==> config.mk <==
export PLATFORM = sky130hd
export DESIGN_NAME = trap_sequencer
export DESIGN_NICKNAME = d
export VERILOG_FILES = /design/src/rtl/trap_sequencer.sv
export SDC_FILE = /design/constraint.sdc
export NUM_CORES = 1
export LEC_CHECK = 0
export BUFFER_PORTS_ARGS = -buffer_cell sky130_fd_sc_hd__buf_2
export CAP_MARGIN = 20
export CORE_AREA = 8 8 198 200
export DETAILED_ROUTE_END_ITERATION = 16
export DIE_AREA = 0 0 206 208
export PLACE_DENSITY_LB_ADDON = 0.25
export REMOVE_ABC_BUFFERS = 1
export SYNTH_ARGS = -nofsm -noshare
export SYNTH_HDL_FRONTEND = slang
export SYNTH_SLANG_ARGS = --single-unit
==> constraint.sdc <==
create_clock -name clk -period 5.7 [get_ports clk]
set_input_delay 1.14 -clock clk [delete_from_list [all_inputs] [get_ports clk]]
set_output_delay 1.14 -clock clk [all_outputs]
set_load 0.005 [all_outputs]
==> src/rtl/trap_sequencer.sv <==
// Machine-mode trap controller at the writeback boundary.
// Sequences mepc/mcause writes, flushes the pipe and redirects fetch.
module trap_sequencer #(
  parameter int XLEN = 64,
  parameter int PC_W = 32,
  parameter logic [XLEN-1:0] CAUSE_ECALL = 64'd11,
  parameter logic [XLEN-1:0] CAUSE_MTI = 64'h8000_0000_0000_0007
) (
  input  logic            clk,
  input  logic            rst,
  input  logic            wb_valid,
  input  logic [PC_W-1:0] wb_pc,
  input  logic [PC_W-1:0] wb_next_pc,
  input  logic            wb_ecall,
  input  logic            wb_mret,
  input  logic            wb_csr_we,
  input  logic [11:0]     wb_csr_addr,
  input  logic [XLEN-1:0] wb_csr_wdata,
  input  logic [XLEN-1:0] csr_mtvec,
  input  logic [XLEN-1:0] csr_mepc,
  input  logic [XLEN-1:0] csr_mstatus,
  input  logic [XLEN-1:0] csr_mie,
  input  logic            timer_irq,
  output logic            csr_we,
  output logic [11:0]     csr_waddr,
  output logic [XLEN-1:0] csr_wdata,
  output logic            mstatus_enter,
  output logic            mstatus_exit,
  output logic            flush,
  output logic            wb_stall,
  output logic            redirect_valid,
  output logic [PC_W-1:0] redirect_pc,
  input  logic            redirect_ready,
  output logic            busy
);

  typedef enum logic [1:0] {
    IDLE,
    SAVE_EPC,
    SAVE_CAUSE,
    REDIRECT
  } state_t;

  state_t state, next;

  logic [PC_W-1:0] epc;
  logic [XLEN-1:0] cause;
  logic [PC_W-1:0] target;

  logic idle, irq_take;
  logic take_ecall, take_mret, take_irq;
  logic pass_we;
  logic [PC_W-1:0] vec;

  assign idle = (state == IDLE);
  assign irq_take = timer_irq && csr_mstatus[3] && csr_mie[7];
  assign take_ecall = idle && wb_valid && wb_ecall;
  assign take_mret = idle && wb_valid && !wb_ecall && wb_mret;
  assign take_irq = idle && wb_valid && !wb_ecall && !wb_mret && irq_take;
  assign pass_we = wb_valid && wb_csr_we;
  assign vec = {csr_mtvec[PC_W-1:2], 2'b00};

  // Vectored mode is not supported, so the mode bits are dropped.
  logic unused_ok;
  assign unused_ok = ^{csr_mtvec[XLEN-1:PC_W], csr_mtvec[1:0],
                       csr_mepc[XLEN-1:PC_W]};

  always_ff @(posedge clk or negedge rst) begin
    if (!rst) begin
      state <= IDLE;
      epc <= '0;
      cause <= '0;
      target <= '0;
    end else begin
      state <= next;
      unique case (1'b1)
        take_ecall: begin
          epc <= wb_pc;
          cause <= CAUSE_ECALL;
          target <= vec;
        end
        take_mret: begin
          target <= csr_mepc[PC_W-1:0];
        end
        take_irq: begin
          epc <= wb_next_pc;
          cause <= CAUSE_MTI;
          target <= vec;
        end
        default: ;
      endcase
    end
  end

  always_comb begin
    next = state;
    csr_we = 1'b0;
    csr_waddr = '0;
    csr_wdata = '0;
    mstatus_enter = 1'b0;
    mstatus_exit = 1'b0;
    flush = 1'b0;
    redirect_valid = 1'b0;
    redirect_pc = '0;
    unique case (state)
      IDLE: begin
        csr_we = pass_we;
        if (pass_we) begin
          csr_waddr = wb_csr_addr;
          csr_wdata = wb_csr_wdata;
        end
        unique case (1'b1)
          take_ecall: begin
            flush = 1'b1;
            next = SAVE_EPC;
          end
          take_mret: begin
            flush = 1'b1;
            mstatus_exit = 1'b1;
            next = REDIRECT;
          end
          take_irq: begin
            flush = 1'b1;
            next = SAVE_EPC;
          end
          default: ;
        endcase
      end
      SAVE_EPC: begin
        flush = 1'b1;
        csr_we = 1'b1;
        csr_waddr = 12'h341;
        csr_wdata = {{(XLEN-PC_W){1'b0}}, epc};
        next = SAVE_CAUSE;
      end
      SAVE_CAUSE: begin
        flush = 1'b1;
        csr_we = 1'b1;
        csr_waddr = 12'h342;
        csr_wdata = cause;
        mstatus_enter = 1'b1;
        next = REDIRECT;
      end
      REDIRECT: begin
        flush = 1'b1;
        redirect_valid = 1'b1;
        redirect_pc = target;
        if (redirect_ready) next = IDLE;
      end
      default: next = IDLE;
    endcase
  end

  assign wb_stall = !idle;
  assign busy = !idle;

endmodule

==> out/qor.txt, run 1 <==
Status: completed
Seq/Total Area, Yosys: 42.6%
Post-Synth Simple-Gate Area: 22.1%
Largest family of logic cells by synthesized area: compound AO/OA/AOI/OAI gates
Top_reg_cell synth: dfrtp_1
Synth Area in Compound Gates: 23.4%
Vias in the first global route: 4848
First-pass GRT wire length: 30900 um
Clock transition at path regs: 0.06 ns
Internal reg-to-reg setup slack: 3.12 ns
Filler instances: 4113
Antenna diodes: 0
Endpoints failing setup: 0
Post-synthesis xor/xnor area fraction: 0%
Crit-path max FO: 44
Syn. warnings: 0
EDFF count, synth: 0
Setup crit start: state[1]
Crit. End Element: primary output
Cts hold-fix bufs: 0
Setup repair bufs after CTS: 0
Cell Area, Synth: 0.00406 mm^2
H-Tree Depth: 3
Reg-to-reg endpoint: state[1]
Top-area cell type share of the netlist area: 42.6%
Post-Place Setup Slack: 1.31 ns
CP Launch Type: flop
Initial detailed-routing violation count: 233
Fin Setup TNS: 0 ns
Pwr/cell area: 405 mW/mm^2
DRC Markers: 0
Post-Route WL: 21000 um
FMAX: 0.251 GHz
Worst-case clock buffer depth: 2
Max Clock Skew: 0.00464 ns
Area added between synthesis and finish: 60.2%
Setup ws final: 1.71 ns
Clk_lat worst skew: 0.34 ns
Post-Syn Instances: 442
Netlist cell types: 32
Maxcap violations: 0
Critical path endpoint: csr_wdata[14]
Sink Count: 69
Die height: 208 um
Mux cell area share after synthesis: 5.21%
Yosys top cell by area: dfrtp_1
# IOs: 519
Drt pass-1 iters: 4
TritonCTS clock tree: yes
Worst hold path class: reg -> reg
Total power: 2.63 mW
Core area: 0.0361 mm^2
Worst ir drop on vdd: 0.000147 V
Fin nets: 1157
Die width: 206 um
Via count: 4589
Initial antenna violation count: 3
Worst-case reg-to-reg path depth: 6
Leak: 3.50 nW
Routed WL per cell: 17.2 um
Via/cell ratio: 3.76
Row count: 70
R2R Path Start: state[1]
Post_cts resized: 0
Slew Viols, Final: 0
Fin area: 0.00650 mm^2
Placed instance area: 0.00618 mm^2
Kind of critical path: reg -> out
Total GRT Usage: 9.42%
HPWL Detailed: 16400 um
Layout cell share with drive strength beyond 1: 47.3%
I/O Buffers: 326
Hold Vio Cnt, Final: 0
Worst endpoint required time: 4.56 ns
Crit path DAT: 2.85 ns
Total CTS buffers: 9
Die area: 0.0428 mm^2
Worst slew pin tran: 0.826 ns
Async SR Flop Fraction: 100%
Largest net degree at the start of global routing: 51
Routed Antenna Nets: 0
Fin cells: 1221
Initial Util: 11.2%
Most common cell in the synthesized netlist: nand2_1
Placed cells: 1204
Tcrit/Tclk final: 69.9%
Commonest cells in the synthesized netlist: nand2_1 (80), dfrtp_1 (69), a22o_1 (42)
Gr ovfl total: 0
GPL Wtd Cong: 0.745
Unrepaired setup endpoints after global routing: false
Mean post-synth cell area: 9.17 um^2
Synthesized flop and latch total: 69
Top cells by area, synth: dfrtp_1 (43%), a22o_1 (9.1%), nand2_1 (7.4%), and3_1 (6.2%), a22oi_1 (6.1%)
Tmin final: 3.99 ns
CTS Root Cell: clkbuf_16
Slew Limit Headroom: 44.9%
Post-synthesis adder-cell area fraction: 1.54%
==> sequential cells by signal (all words and copies together), names as in the netlist <==
name    cells
cause       3
epc        32
state       2
target     32
==> critical path, cell delays in order, from the launching register on <==
cell	delay (ns)
dfrtp_1	0.42
ha_1	0.19
buf_4	0.26
inv_1	0.66
and2_1	0.35
clkbuf_16	0.24
a22o_1	0.20
buf_2	0.14
==> cells in the final DEF, fill, tap and decap left out, drive strengths merged, types with 13 or more instances in the layout <==
cell,instances
a221o,14
a22o,42
a22oi,33
and2,34
and3,40
buf,335
clkbuf,13
dfrtp,69
mux2i,20
nand2,81
nor2,15
o21ai,21
==> through the flow <==
step / hold slack (ns) / utilization, %
2_1_floorplan: 0.438 / -
3_3_place_gp: 0.455 / 17.1
3_5_place_dp: 0.459 / 17.1
4_1_cts: 0.472 / 17.9
5_1_grt: 0.494 / 18.0
6_report: 0.465 / 18.0
==> worst min path at each step <==
stage                       start      end  slack, ns  cells past startpoint
after floorplan            epc[1]   epc[1]       0.44                      2
final                     epc[24]  epc[24]       0.47                      2
after global placement    epc[24]  epc[24]       0.46                      2
after global routing      epc[24]  epc[24]       0.49                      2
after CTS                 epc[24]  epc[24]       0.47                      2
after detailed placement  epc[24]  epc[24]       0.46                      2
==> power breakdown <==
part / switching, mW / internal (mW)
combinational: 0.624 / 0.557
sequential: 0.146 / 0.726
clock: 0.227 / 0.350
==> cells by family (layout without fill, tap and decap cells) <==
group,after synthesis,count (layout)
flip-flops,69,69
AND/OR/NAND/NOR,179,179
adder cells (fa/ha/maj),5,5
multiplexers,21,21
buffers and inverters,46,357
AO/OA/AOI/OAI,122,122
==> area by class of cell <==
class                      count  area (um^2)  share of cell area, %
tap                          468          586                   9.01
timing repair buffer         336         1730                   26.7
multi-input combinational    327         2140                   32.9
clock buffer                  12          246                   3.79
inverter                       5         18.8                  0.289
sequential                    69         1730                   26.6
clock inverter                 4         47.5                  0.732
==> metal layers <==
metal,vias up,track usage (%),wire [um]
li1,2212,-,-
met1,2109,11.4,8870
met2,244,14.4,8990
met3,18,5.19,2880
met4,6,2.03,216
met5,-,0,39
No activity file was read; power rests on OpenSTA's default activity.
==> run 2, diff against run 1 <==
- clock period: 5.7 -> 4.1 ns (I/O delays scaled with it)
==> run 2 against run 1 <==
  * Sequential cell count unchanged
  * First-iteration DRC count up 22%
  * Total power up 42%
  * Clock-buffer cell count down 1
  * Core utilization up 0.066 points
  * Sequential share of layout area down 0.097 points
  * Critical endpoint is now csr_wdata[25]
  * Largest cell class unchanged
==> out/qor.txt, run 2 (synthesized netlist as in run 1, its figures left out) <==
Fin cells: 1221 (unchanged)
Top Registers: epc (32), target (32), cause (3)
Core area: 0.0361 mm^2 (unchanged)
Unrepaired setup endpoints after global routing: false
Hold Vio Cnt, Final: 0 (unchanged)
Worst-case clock buffer depth: 2 (unchanged)
Gr ovfl total: 0 (unchanged)
I/O Buffers: 326 (unchanged)
HPWL Detailed: 16300 um (-0.94%)
Maxcap violations: 0 (unchanged)
Placed instance area: 0.00618 mm^2 (unchanged)
# IOs: 519 (unchanged)
Post-Place Setup Slack: 0.708 ns (-0.604 ns)
Routed WL per cell: 17.2 um (+0.10%)
Area added between synthesis and finish: 60.8%
Post_cts resized: 0 (unchanged)
Tmin final: 3.73 ns
Total CTS buffers: 9 (unchanged)
Slowest stage delay, CP: 0.70 ns (+0.04 ns)
H-Tree Depth: 3 (unchanged)
Fin Setup TNS: 0 ns (unchanged)
Clock transition at path regs: 0.06 ns (about the same)
First-pass GRT wire length: 30400 um (-1.4%)
Most common cell after layout, fill and taps aside: buf_2
Placed cells: 1205 (+0.083%)
Leak: 3.52 nW (+0.43%)
Antenna diodes: 0 (unchanged)
Post-Route WL: 21000 um (+0.10%)
Tcrit/Tclk final: 91.1%
Kind of critical path: reg -> out
DRC Markers: 0 (unchanged)
Via/cell ratio: 3.72 (-1.0%)
Worst ir drop on vdd: 0.000214 V (+45%)
Max Clock Skew: 0.00591 ns (+0.00128 ns)
Initial antenna violation count: 3 (unchanged)
Via count: 4541 (-1.0%)
Routed Antenna Nets: 0 (unchanged)
Fin nets: 1158 (+0.086%)
Crit-path max FO: 28 (-36%)
TritonCTS clock tree: yes
Total power: 3.72 mW (+42%)
Drt pass-1 iters: 5 (+1)
Endpoints failing setup: 0 (unchanged)
Crit. End Element: primary output
Utilization after layout: 18.1% (+0.066 points)
Sink Count: 69 (unchanged)
Worst slew pin tran: 0.995 ns (+0.169 ns)
CP max-delay cell: and3_1
Cts hold-fix bufs: 0 (unchanged)
Initial detailed-routing violation count: 285 (+22%)
Row count: 70 (unchanged)
Slew Viols, Final: 0 (unchanged)
Slew Limit Headroom: 33.7% (-11 points)
Status: completed
Clk_lat worst skew: 0.34 ns (about the same)
Die area: 0.0428 mm^2 (unchanged)
Die height: 208 um (unchanged)
Worst-path cell chain: inv_1 > ha_1 > and3_1 > and2_1 > buf_4 > a22o_1 > buf_2
Fin area: 0.00652 mm^2 (+0.37%)
Worst endpoint required time: 3.28 ns (-1.28 ns)
Pwr/cell area: 571 mW/mm^2 (+41%)
Largest net degree at the start of global routing: 70 (+37%)
CP Launch Type: flop
Layout cell share with drive strength beyond 1: 47.4% (+0.13 points)
FMAX: 0.268 GHz
Vias in the first global route: 4727 (-2.5%)
Crit path DAT: 2.91 ns (+0.06 ns)
GPL Wtd Cong: 0.748 (+0.31%)
Setup repair bufs after CTS: 0 (unchanged)
Setup ws final: 0.366 ns (-1.35 ns)
Total GRT Usage: 9.35% (-0.066 points)
Initial Util: 11.2% (unchanged)
Min Hold Slack: 0.425 ns (-0.0404 ns)
Filler instances: 4101 (-0.29%)
CTS Root Cell: clkbuf_16
Worst hold path class: in -> async
Die width: 206 um (unchanged)
Commonest non-fill, non-tap cells in the layout: buf_2 (325), nand2_1 (80), dfrtp_1 (69), a22o_1 (42), and3_1 (40)
## run 2: cell types whose count changed in the layout (fill, tap and decap cells not counted), sizes merged
cell / change
buf: +2
clkinv: -1
bufinv: +1
clkbuf: -2
## run 2: critical path, delay by kind of cell, from the launching register on
family,cells,cell delay [ns]
simple gates,2,0.92
buf+inv,3,0.64
flops,1,0.41
fa+ha+maj,1,0.32
compound gates,1,0.25
## run 2: final timing paths
kind / start / cells past startpoint / to / slack [ns]
setup / recovery: state[0] / 7 / csr_wdata[25] / 0.37
hold / removal: rst / 1 / epc[11] / 0.42
setup reg to reg: state[0] / 7 / target[13] / 1.59
hold reg to reg: epc[24] / 2 / epc[24] / 0.47
max in group asynchronous: rst / 2 / target[13] / 3.09
min in group clk: epc[24] / 2 / epc[24] / 0.47
## run 2: power breakdown
part           switching (mW)  internal, mW  total [mW]
Combinational           0.870         0.769        1.64
Sequential              0.204          1.01        1.21
Clock                   0.325         0.546       0.871
Total                    1.40          2.32        3.72
## run 2: routing by layer
metal / global-route usage (%) / share of wire [%] / vias to the layer above
met5: 0 / 0.19 / -
met4: 1.98 / 0.84 / 6
met3: 5.22 / 14 / 16
met2: 14.0 / 42 / 246
met1: 11.5 / 43 / 2057
li1: - / - / 2216
## run 2: area by class of cell
class | count | area (um^2) | area share [%]
inverters | 5 | 18.8 | 0.288
clock buffers | 11 | 243 | 3.72
flip-flops and latches | 69 | 1730 | 26.5
repair buffers | 337 | 1740 | 26.6
multi-input cells | 327 | 2140 | 32.8
clock inverters | 4 | 72.6 | 1.11
well taps | 468 | 586 | 8.98
